### config.mk
export PLATFORM = sky130hd
export DESIGN_NAME = tuart_tx
export DESIGN_NICKNAME = d
export VERILOG_FILES = /design/src/rtl/tuart_tx.sv
export SDC_FILE = /design/constraint.sdc
export NUM_CORES = 1
export LEC_CHECK = 0
export ABC_AREA = 1
export CORE_UTILIZATION = 54
export CTS_BUF_LIST = sky130_fd_sc_hd__clkbuf_2 sky130_fd_sc_hd__clkbuf_4 sky130_fd_sc_hd__clkbuf_8
export CTS_CLUSTER_DIAMETER = 100
export DETAILED_ROUTE_END_ITERATION = 6
export HOLD_SLACK_MARGIN = 0.05
export MAX_ROUTING_LAYER = met4
export PLACE_DENSITY = 0.92
export SKIP_CTS_REPAIR_TIMING = 1
export SYNTH_ARGS = -nofsm -noshare
export SYNTH_HDL_FRONTEND = slang
export SYNTH_SLANG_ARGS = --single-unit
### constraint.sdc
create_clock -name clk_i -period 1.9 [get_ports clk_i]
set_clock_uncertainty 0.1 [all_clocks]
set_input_delay 0.38 -clock clk_i [delete_from_list [all_inputs] [get_ports clk_i]]
set_output_delay 0.38 -clock clk_i [all_outputs]
set_load 0.03 [all_outputs]
### src/rtl/tuart_tx.sv
// Tiny-UART transmitter: serialises 1..CMD_WORDS words as start/data(LSB first)/stop frames.
// Define TUART_TX_BUF_EN to add a one-entry request buffer so a transfer can be queued while busy.
module tuart_tx #(
    parameter int unsigned WORD_BITS      = 8,
    parameter int unsigned CMD_WORDS      = 4,
    parameter int unsigned CLK_PER_SAMPLE = 4
) (
    input  logic                             clk_i,
    input  logic                             rst_in,
    input  logic [WORD_BITS*CMD_WORDS-1:0]   data_i,
    input  logic [$clog2(CMD_WORDS+1)-1:0]   words_i,
    input  logic                             stb_i,
    output logic                             rdy_o,
    output logic                             done_o,
    output logic                             tx_o
);

    localparam int unsigned PW = WORD_BITS * CMD_WORDS;
    localparam int unsigned CW = $clog2(CMD_WORDS + 1);
    localparam int unsigned TW = $clog2(CLK_PER_SAMPLE);
    localparam int unsigned BW = (WORD_BITS > 1) ? $clog2(WORD_BITS) : 1;

    localparam logic [TW-1:0] T_LAST = TW'(CLK_PER_SAMPLE - 1);
    localparam logic [BW-1:0] B_LAST = BW'(WORD_BITS - 1);
    localparam logic [CW-1:0] W_MAX  = CW'(CMD_WORDS);

    typedef enum logic [1:0] {IDLE, START, DATA, STOP} state_e;

    state_e               state_q, state_d;
    logic [TW-1:0]        timer_q, timer_d;
    logic [BW-1:0]        bit_q, bit_d;
    logic [CW-1:0]        word_q, word_d;
    logic [CW-1:0]        words_q, words_d;
    logic [WORD_BITS-1:0] shift_q, shift_d;
    logic [PW-1:0]        payload_q, payload_d;
    logic                 tx_q, tx_d;
    logic                 done_q, done_d;

    logic                 bit_end, fin, accept, launch;
    logic [PW-1:0]        src_data;
    logic [CW-1:0]        src_words;

`ifdef TUART_TX_BUF_EN
    logic                 buf_vld_q, buf_vld_d;
    logic [PW-1:0]        buf_data_q, buf_data_d;
    logic [CW-1:0]        buf_words_q, buf_words_d;
`endif

    function automatic logic [CW-1:0] clamp_words(input logic [CW-1:0] w);
        return (w == '0 || w > W_MAX) ? W_MAX : w;
    endfunction

`ifdef TUART_TX_BUF_EN
    assign rdy_o = !buf_vld_q;
`else
    assign rdy_o = (state_q == IDLE);
`endif

    // Decide whether a transfer starts this edge and where its payload comes from.
    always_comb begin
        bit_end   = (timer_q == T_LAST);
        fin       = (state_q == STOP) && bit_end && (CW'(word_q + 1'b1) == words_q);
        accept    = stb_i && rdy_o;
        src_data  = data_i;
        src_words = clamp_words(words_i);
`ifdef TUART_TX_BUF_EN
        buf_vld_d   = buf_vld_q;
        buf_data_d  = buf_data_q;
        buf_words_d = buf_words_q;
        launch      = 1'b0;
        if (fin && buf_vld_q) begin
            launch    = 1'b1;
            src_data  = buf_data_q;
            src_words = buf_words_q;
            buf_vld_d = 1'b0;
        end else if (accept && (state_q == IDLE || fin)) begin
            launch = 1'b1;
        end else if (accept) begin
            buf_vld_d   = 1'b1;
            buf_data_d  = data_i;
            buf_words_d = clamp_words(words_i);
        end
`else
        launch = accept;
`endif
    end

    always_comb begin
        state_d   = state_q;
        timer_d   = timer_q;
        bit_d     = bit_q;
        word_d    = word_q;
        words_d   = words_q;
        shift_d   = shift_q;
        payload_d = payload_q;
        done_d    = 1'b0;

        if (state_q != IDLE) begin
            timer_d = bit_end ? '0 : timer_q + 1'b1;
        end

        case (state_q)
            IDLE: ;
            START: begin
                if (bit_end) begin
                    state_d = DATA;
                    bit_d   = '0;
                end
            end
            DATA: begin
                if (bit_end) begin
                    if (bit_q == B_LAST) begin
                        state_d = STOP;
                    end else begin
                        bit_d   = bit_q + 1'b1;
                        shift_d = shift_q >> 1;
                    end
                end
            end
            STOP: begin
                if (bit_end) begin
                    if (fin) begin
                        state_d = IDLE;
                        word_d  = '0;
                        done_d  = 1'b1;
                    end else begin
                        state_d   = START;
                        word_d    = word_q + 1'b1;
                        shift_d   = payload_q[WORD_BITS-1:0];
                        payload_d = payload_q >> WORD_BITS;
                    end
                end
            end
            default: state_d = IDLE;
        endcase

        // A launch overrides the STOP->IDLE step so back-to-back transfers have no gap.
        if (launch) begin
            state_d   = START;
            timer_d   = '0;
            bit_d     = '0;
            word_d    = '0;
            words_d   = src_words;
            shift_d   = src_data[WORD_BITS-1:0];
            payload_d = src_data >> WORD_BITS;
        end
    end

    always_comb begin
        case (state_d)
            START:   tx_d = 1'b0;
            DATA:    tx_d = shift_d[0];
            default: tx_d = 1'b1;
        endcase
    end

    always_ff @(posedge clk_i or negedge rst_in) begin
        if (!rst_in) begin
            state_q   <= IDLE;
            timer_q   <= '0;
            bit_q     <= '0;
            word_q    <= '0;
            words_q   <= '0;
            shift_q   <= '0;
            payload_q <= '0;
            tx_q      <= 1'b1;
            done_q    <= 1'b0;
`ifdef TUART_TX_BUF_EN
            buf_vld_q   <= 1'b0;
            buf_data_q  <= '0;
            buf_words_q <= '0;
`endif
        end else begin
            state_q   <= state_d;
            timer_q   <= timer_d;
            bit_q     <= bit_d;
            word_q    <= word_d;
            words_q   <= words_d;
            shift_q   <= shift_d;
            payload_q <= payload_d;
            tx_q      <= tx_d;
            done_q    <= done_d;
`ifdef TUART_TX_BUF_EN
            buf_vld_q   <= buf_vld_d;
            buf_data_q  <= buf_data_d;
            buf_words_q <= buf_words_d;
`endif
        end
    end

    assign tx_o   = tx_q;
    assign done_o = done_q;

endmodule

; Word level (Yosys, flattened, before mapping)
; Index checks and enable logic that the tools add are counted.
; Widths: inputs -> output; s select.
[word_totals]
inputBits = 38
regBits = 55
word_cells = 78
[classes]
add_sub_neg = 3
eq_ne = 14
reduce_logical = 16
muxes = 34
magnitude_cmp = 1
[op_table]
columns = cell, count
row1 = $mux 32, 4
row2 = $mux 8, 5
row3 = $mux 3, 9
row4 = $mux 2, 8
row5 = $pmux 8 s2, 1
row6 = $ne 3x3->1 const B, 5
row7 = $eq 2x2->1 const B, 4
row8 = $reduce_bool 2->1, 4
row9 = $add 3x1->3 const B, 2
row10 = $pmux 2 s3, 1
row11 = $pmux 3 s2, 1
row12 = $reduce_bool 3->1, 2
row13 = $reduce_and 5->1, 1
row14 = $eq 2x1->1 const B, 2
row15 = $mux 1, 4
row16 = $reduce_and 4->1, 1
row17 = $eq 3x3->1, 1
row18 = $eq 3x3->1 const B, 1
row19 = $gt 3x3->1 const B, 1
row20 = $logic_and 1x1->1, 3
row21 = $logic_not 3->1, 1
row22 = $reduce_and 3->1, 1
row23 = $add 2x1->2 const B, 1
row24 = $logic_not 2->1, 1
row25 = other kinds (4), 4

; Longest topological paths before layout
[logic_depth]
depth_word = 9
ltp_mapped = 13

; Least setup slack after synthesis
; Ideal clock, no wire load.
[synth_path]
path_kind = reg2reg
start = register word_q[0]
end = register shift_q[1]
period_less_slack_ns = 1.705
arrival_time_ns = 1.479
stages_incl_launch_ff = 10
path_buffers = 0
required_time_ns = 1.673
setup_slack_ns = 0.195
cell_sequence = dfrtp_1 ha_1 xor2_1 nor2_2 nand2_2 nand2_1 o21ai_0 nand2_1 nand2_1 nand3b_1
[synth_between]
elab_chain_cells = 5
[synth_rtl]
columns = item, line
row1 = "start, declared", 32  ; logic [CW-1:0] word_q, word_d;
row2 = "start signal, assigned", 177  ; word_q <= word_d;
row3 = $add 3x1->3, 62  ; fin = (state_q == STOP) && bit_end && (CW'(word_q + 1'b1) == words_q);
row4 = $eq 3x3->1, 62
row5 = $logic_and 1x1->1, 62
row6 = $ne 3x3->1 (no line), -
row7 = $reduce_and 5->1 (no line), -
row8 = "end signal, assigned", 179  ; shift_q <= shift_d;
row9 = "end, declared", 34  ; logic [WORD_BITS-1:0] shift_q, shift_d;
; Every way passes these cells.
; A chain may end at the register's enable or synchronous reset.

; Worst setup path in the final report
[layout_path]
start = register word_q[0]
end = register payload_q[0]
[layout_between]
elab_chain_cells = 5
[layout_rtl]
columns = item, line
row1 = $add 3x1->3, 62
row2 = $eq 3x3->1, 62
row3 = $logic_and 1x1->1, 62
row4 = $ne 2x1->1 (no line), -
row5 = $reduce_and 3->1 (no line), -
row6 = "end signal, assigned", 180  ; payload_q <= payload_d;
row7 = "end, declared", 35  ; logic [PW-1:0] payload_q, payload_d;
; Every way passes these cells.

==> summary.md <==
| Metric | Value |
|---|---|
| Status | complete, no violations |
| CP Launch Type | register |
| Initial antenna violation count | 0 |
| Maximum vdd drop | 0.730 mV |
| R2R Setup Slk | 0.05 ns |
| Hpwl dp | 3.62 mm |
| Routed wire length | 5.18 mm |
| Gpl congestion | 0.818 |
| Mapped Area | 2250 um2 |
| Iteration count of the initial detailed-routing pass | 4 |
| Fmax | 0.541 GHz |
| Max Slew Vio Count | 0 |
| R2R Path End | payload_q[0] |
| CTS H-tree lvls | 2 |
| Area grow syn2layout | 30.1% |
| Pwr Total | 0.00432 W |
| Share of the synthesized area in the top cell type | 51.1% |
| WL/cell | 14.1 um |
| Cts bufs inserted | 5 |
| Core Util, Final | 73.3% |
| Measured slew at the worst slew-check pin | 0.458 ns |
| Share of layout cells above drive strength 1 | 14.2% |
| Total GRT Usage | 26.5% |
| CTS tree | built |
| Mean Syn Cell Area | 8.60 um2 |
| Clock Tree Buf Depth | 2 |
| Height of the die | 66.6 um |
| TritonCTS Sinks | 47 |
| Psw | 0.00170 W |
| Combinational share of power | 43.8% |
| IO Port Bufs | 40 |
| Min Tclk post-route | 1.85 ns |
| Die Area | 4430 um2 |
| Critical path data arrival time | 1.94 ns |
| Num rows | 23 |
| Crit end category | register |
| Max Cap Viol | 0 |
| Fill cells | 284 |
| GR Overflow Total | 0 |
| Leak | 1.46 nW |
| Post-Place Setup Slack | -0.0444 ns |
| Final period util | 97.4% |
| Power Density | 1470 nW/um2 |
| Io pins | 41 |
| Post-synthesis instance total | 262 |
| CP Class | reg2reg |
| WP data required | 1.99 ns |
| Crit path max fanout | 7 |
| Most area-hungry cell type in the Yosys netlist | dfrtp_1 |
| Fin nets | 359 |
| Synth top area cells | dfrtp_1 51%, nand2_1 13%, nand3_1 6.0% |
| Number of global-route vias before repair | 1925 |
| Final setup violation count | 0 |
| Seq cells post-synth | 47 |
| RSZ-0062 raised after global routing | yes |
| DR vias | 1993 |
| Distinct cells, synth | 29 |
| Crit. Startpoint | word_q[0] |
| Die width | 66.6 um |
| Register area share after synthesis | 52.3% |
| ANT cells | 0 |
| Clock tree root buffer cell | clkbuf_8 |
| Worst min-delay path class | reg2reg |
| Post-place instance area | 2770 um2 |
| R2R cell count | 8 |
| R2R Path Start | word_q[0] |
| Iteration-0 DRC Markers | 136 |
| Switching Fraction | 39.4% |
| Fin. Hold Viols | 0 |
| Cell area after layout | 2930 um2 |
| Setup WS post-layout | 0.0500 ns |
| Largest net degree at the start of global routing | 30 |
| Reg clk slew, reported paths | 0.08 ns |
| Worst-Skew Late Latency | 0.30 ns |
| Mapped Nets | 305 |
| Initial Utilization | 56.3% |
| # DRC | 0 |
| Max_slew headroom | 69.5% |
| Crit path to | payload_q[0] |
| Routed Antenna Nets | 0 |
| Sequential power share | 41.2% |
| First-pass GRT wire length | 8.41 mm |
| Core footprint | 4000 um2 |
| Synthesis Warnings | 0 |
| Clock group share of total power | 15.0% |
| Vias per cell | 5.43 |
| Internal Power | 0.00262 W |
==> layout make-up <==
class | count | area [um2] | area share, %
sequential | 47 | 1180 | 40.2
multi-input combinational | 183 | 963 | 32.9
timing repair buffer | 55 | 536 | 18.3
inverter | 24 | 92.6 | 3.16
clock buffer | 7 | 90.1 | 3.07
tap | 50 | 62.6 | 2.13
clock inverter | 1 | 8.76 | 0.299
==> routing by layer <==
layer	wire, um	track usage [%]	vias to the layer above
li1	-	-	971
met1	2210	32.1	935
met2	2600	42.9	74
met3	255	6.51	13
met4	119	9.57	0
met5	0	-	-
==> critical path, stage by stage (launching register included) <==
cell and delay (ns):
dfrtp_1 0.44, ha_4 0.30, xor2_1 0.16, nor2_2 0.06, nand2_2 0.16, nand2_4 0.10
buf_4 0.17, nor3_1 0.19, a211oi_2 0.06
==> how the worst min path moves through the flow <==
| stage | from | end | cells past startpoint |
|---|---|---|---|
| 3_3_place_gp | rst_in | payload_q[19] | 1 |
| 6_report | shift_q[3] | shift_q[3] | 2 |
| 3_5_place_dp | rst_in | payload_q[19] | 1 |
| 5_1_grt | shift_q[3] | shift_q[3] | 2 |
| 2_1_floorplan | rst_in | bit_q[0] | 0 |
| 4_1_cts | rst_in | payload_q[19] | 1 |
==> registers in the layout (all words and copies together), names as in the netlist <==
signal / flops
shift_q: 8
payload_q: 24
timer_q: 2
bit_q: 3
done_o: 1
tx_o: 1
word_q: 3
words_q: 3
state_q: 2
==> logic make-up after synthesis <==
kind of cell,after synthesis,synth area share [%]
AO/OA/AOI/OAI,38,11.4
AND/OR/NAND/NOR,137,26.2
buffers and inverters,32,6.22
adder cells (fa/ha/maj),5,2.78
XOR/XNOR,3,1.17
flip-flops,47,52.3
==> power by group through the flow <==
stage	sequential [W]	clock (W)	combinational (W)
floorplan	0.00172	0	0.00127
global placement	0.00175	0	0.00168
detailed placement	0.00177	0	0.00178
CTS	0.00176	0.000657	0.00179
global route	0.00183	0.000703	0.00213
finish	0.00178	0.000646	0.00189
==> synthesized netlist by cell type (all sizes together) <==
cell	n
nand2	79
dfrtp	46
nand3	27
inv	24
nor2	22
o21ai	10
a22o	8
o22ai	8
buf	7
a21oi	6
ha	5
nor3	4
nand3b	3
xor2	3
a22oi	2
or2	2
a211oi	1
a21boi	1
a31oi	1
a32o	1
clkbuf	1
dfstp	1
==> metrics by stage <==
| stage | hold WS [ns] | cells | setup TNS, ns |
|---|---|---|---|
| floorplan | -0.0156 | 262 | 0 |
| global placement | 0.241 | 355 | -0.0462 |
| detailed placement | 0.251 | 355 | -0.153 |
| CTS | -0.0789 | 363 | -0.302 |
| global route | 0.419 | 367 | -0.473 |
| finish | 0.397 | 367 | 0 |
==> cells in the final DEF, fill, tap and decap left out, drive strengths merged <==
master	netlist	routed
nand2	79	79
dfstp	1	1
dfrtp	46	46
a32o	1	1
o21ai	10	10
a21oi	6	6
clkbuf	1	7
ha	5	5
xor2	3	3
nor2	22	22
nand3b	3	3
a21boi	1	1
nor3	4	4
or2	2	2
nand3	27	27
clkdlybuf4s50	0	37
a31oi	1	1
o22ai	8	8
a211oi	1	1
dlymetal6s2s	0	1
dlygate4sd3	0	1
inv	24	24
clkinv	0	1
a22oi	2	2
a22o	8	8
buf	7	16
No activity file was read; power rests on OpenSTA's default activity.
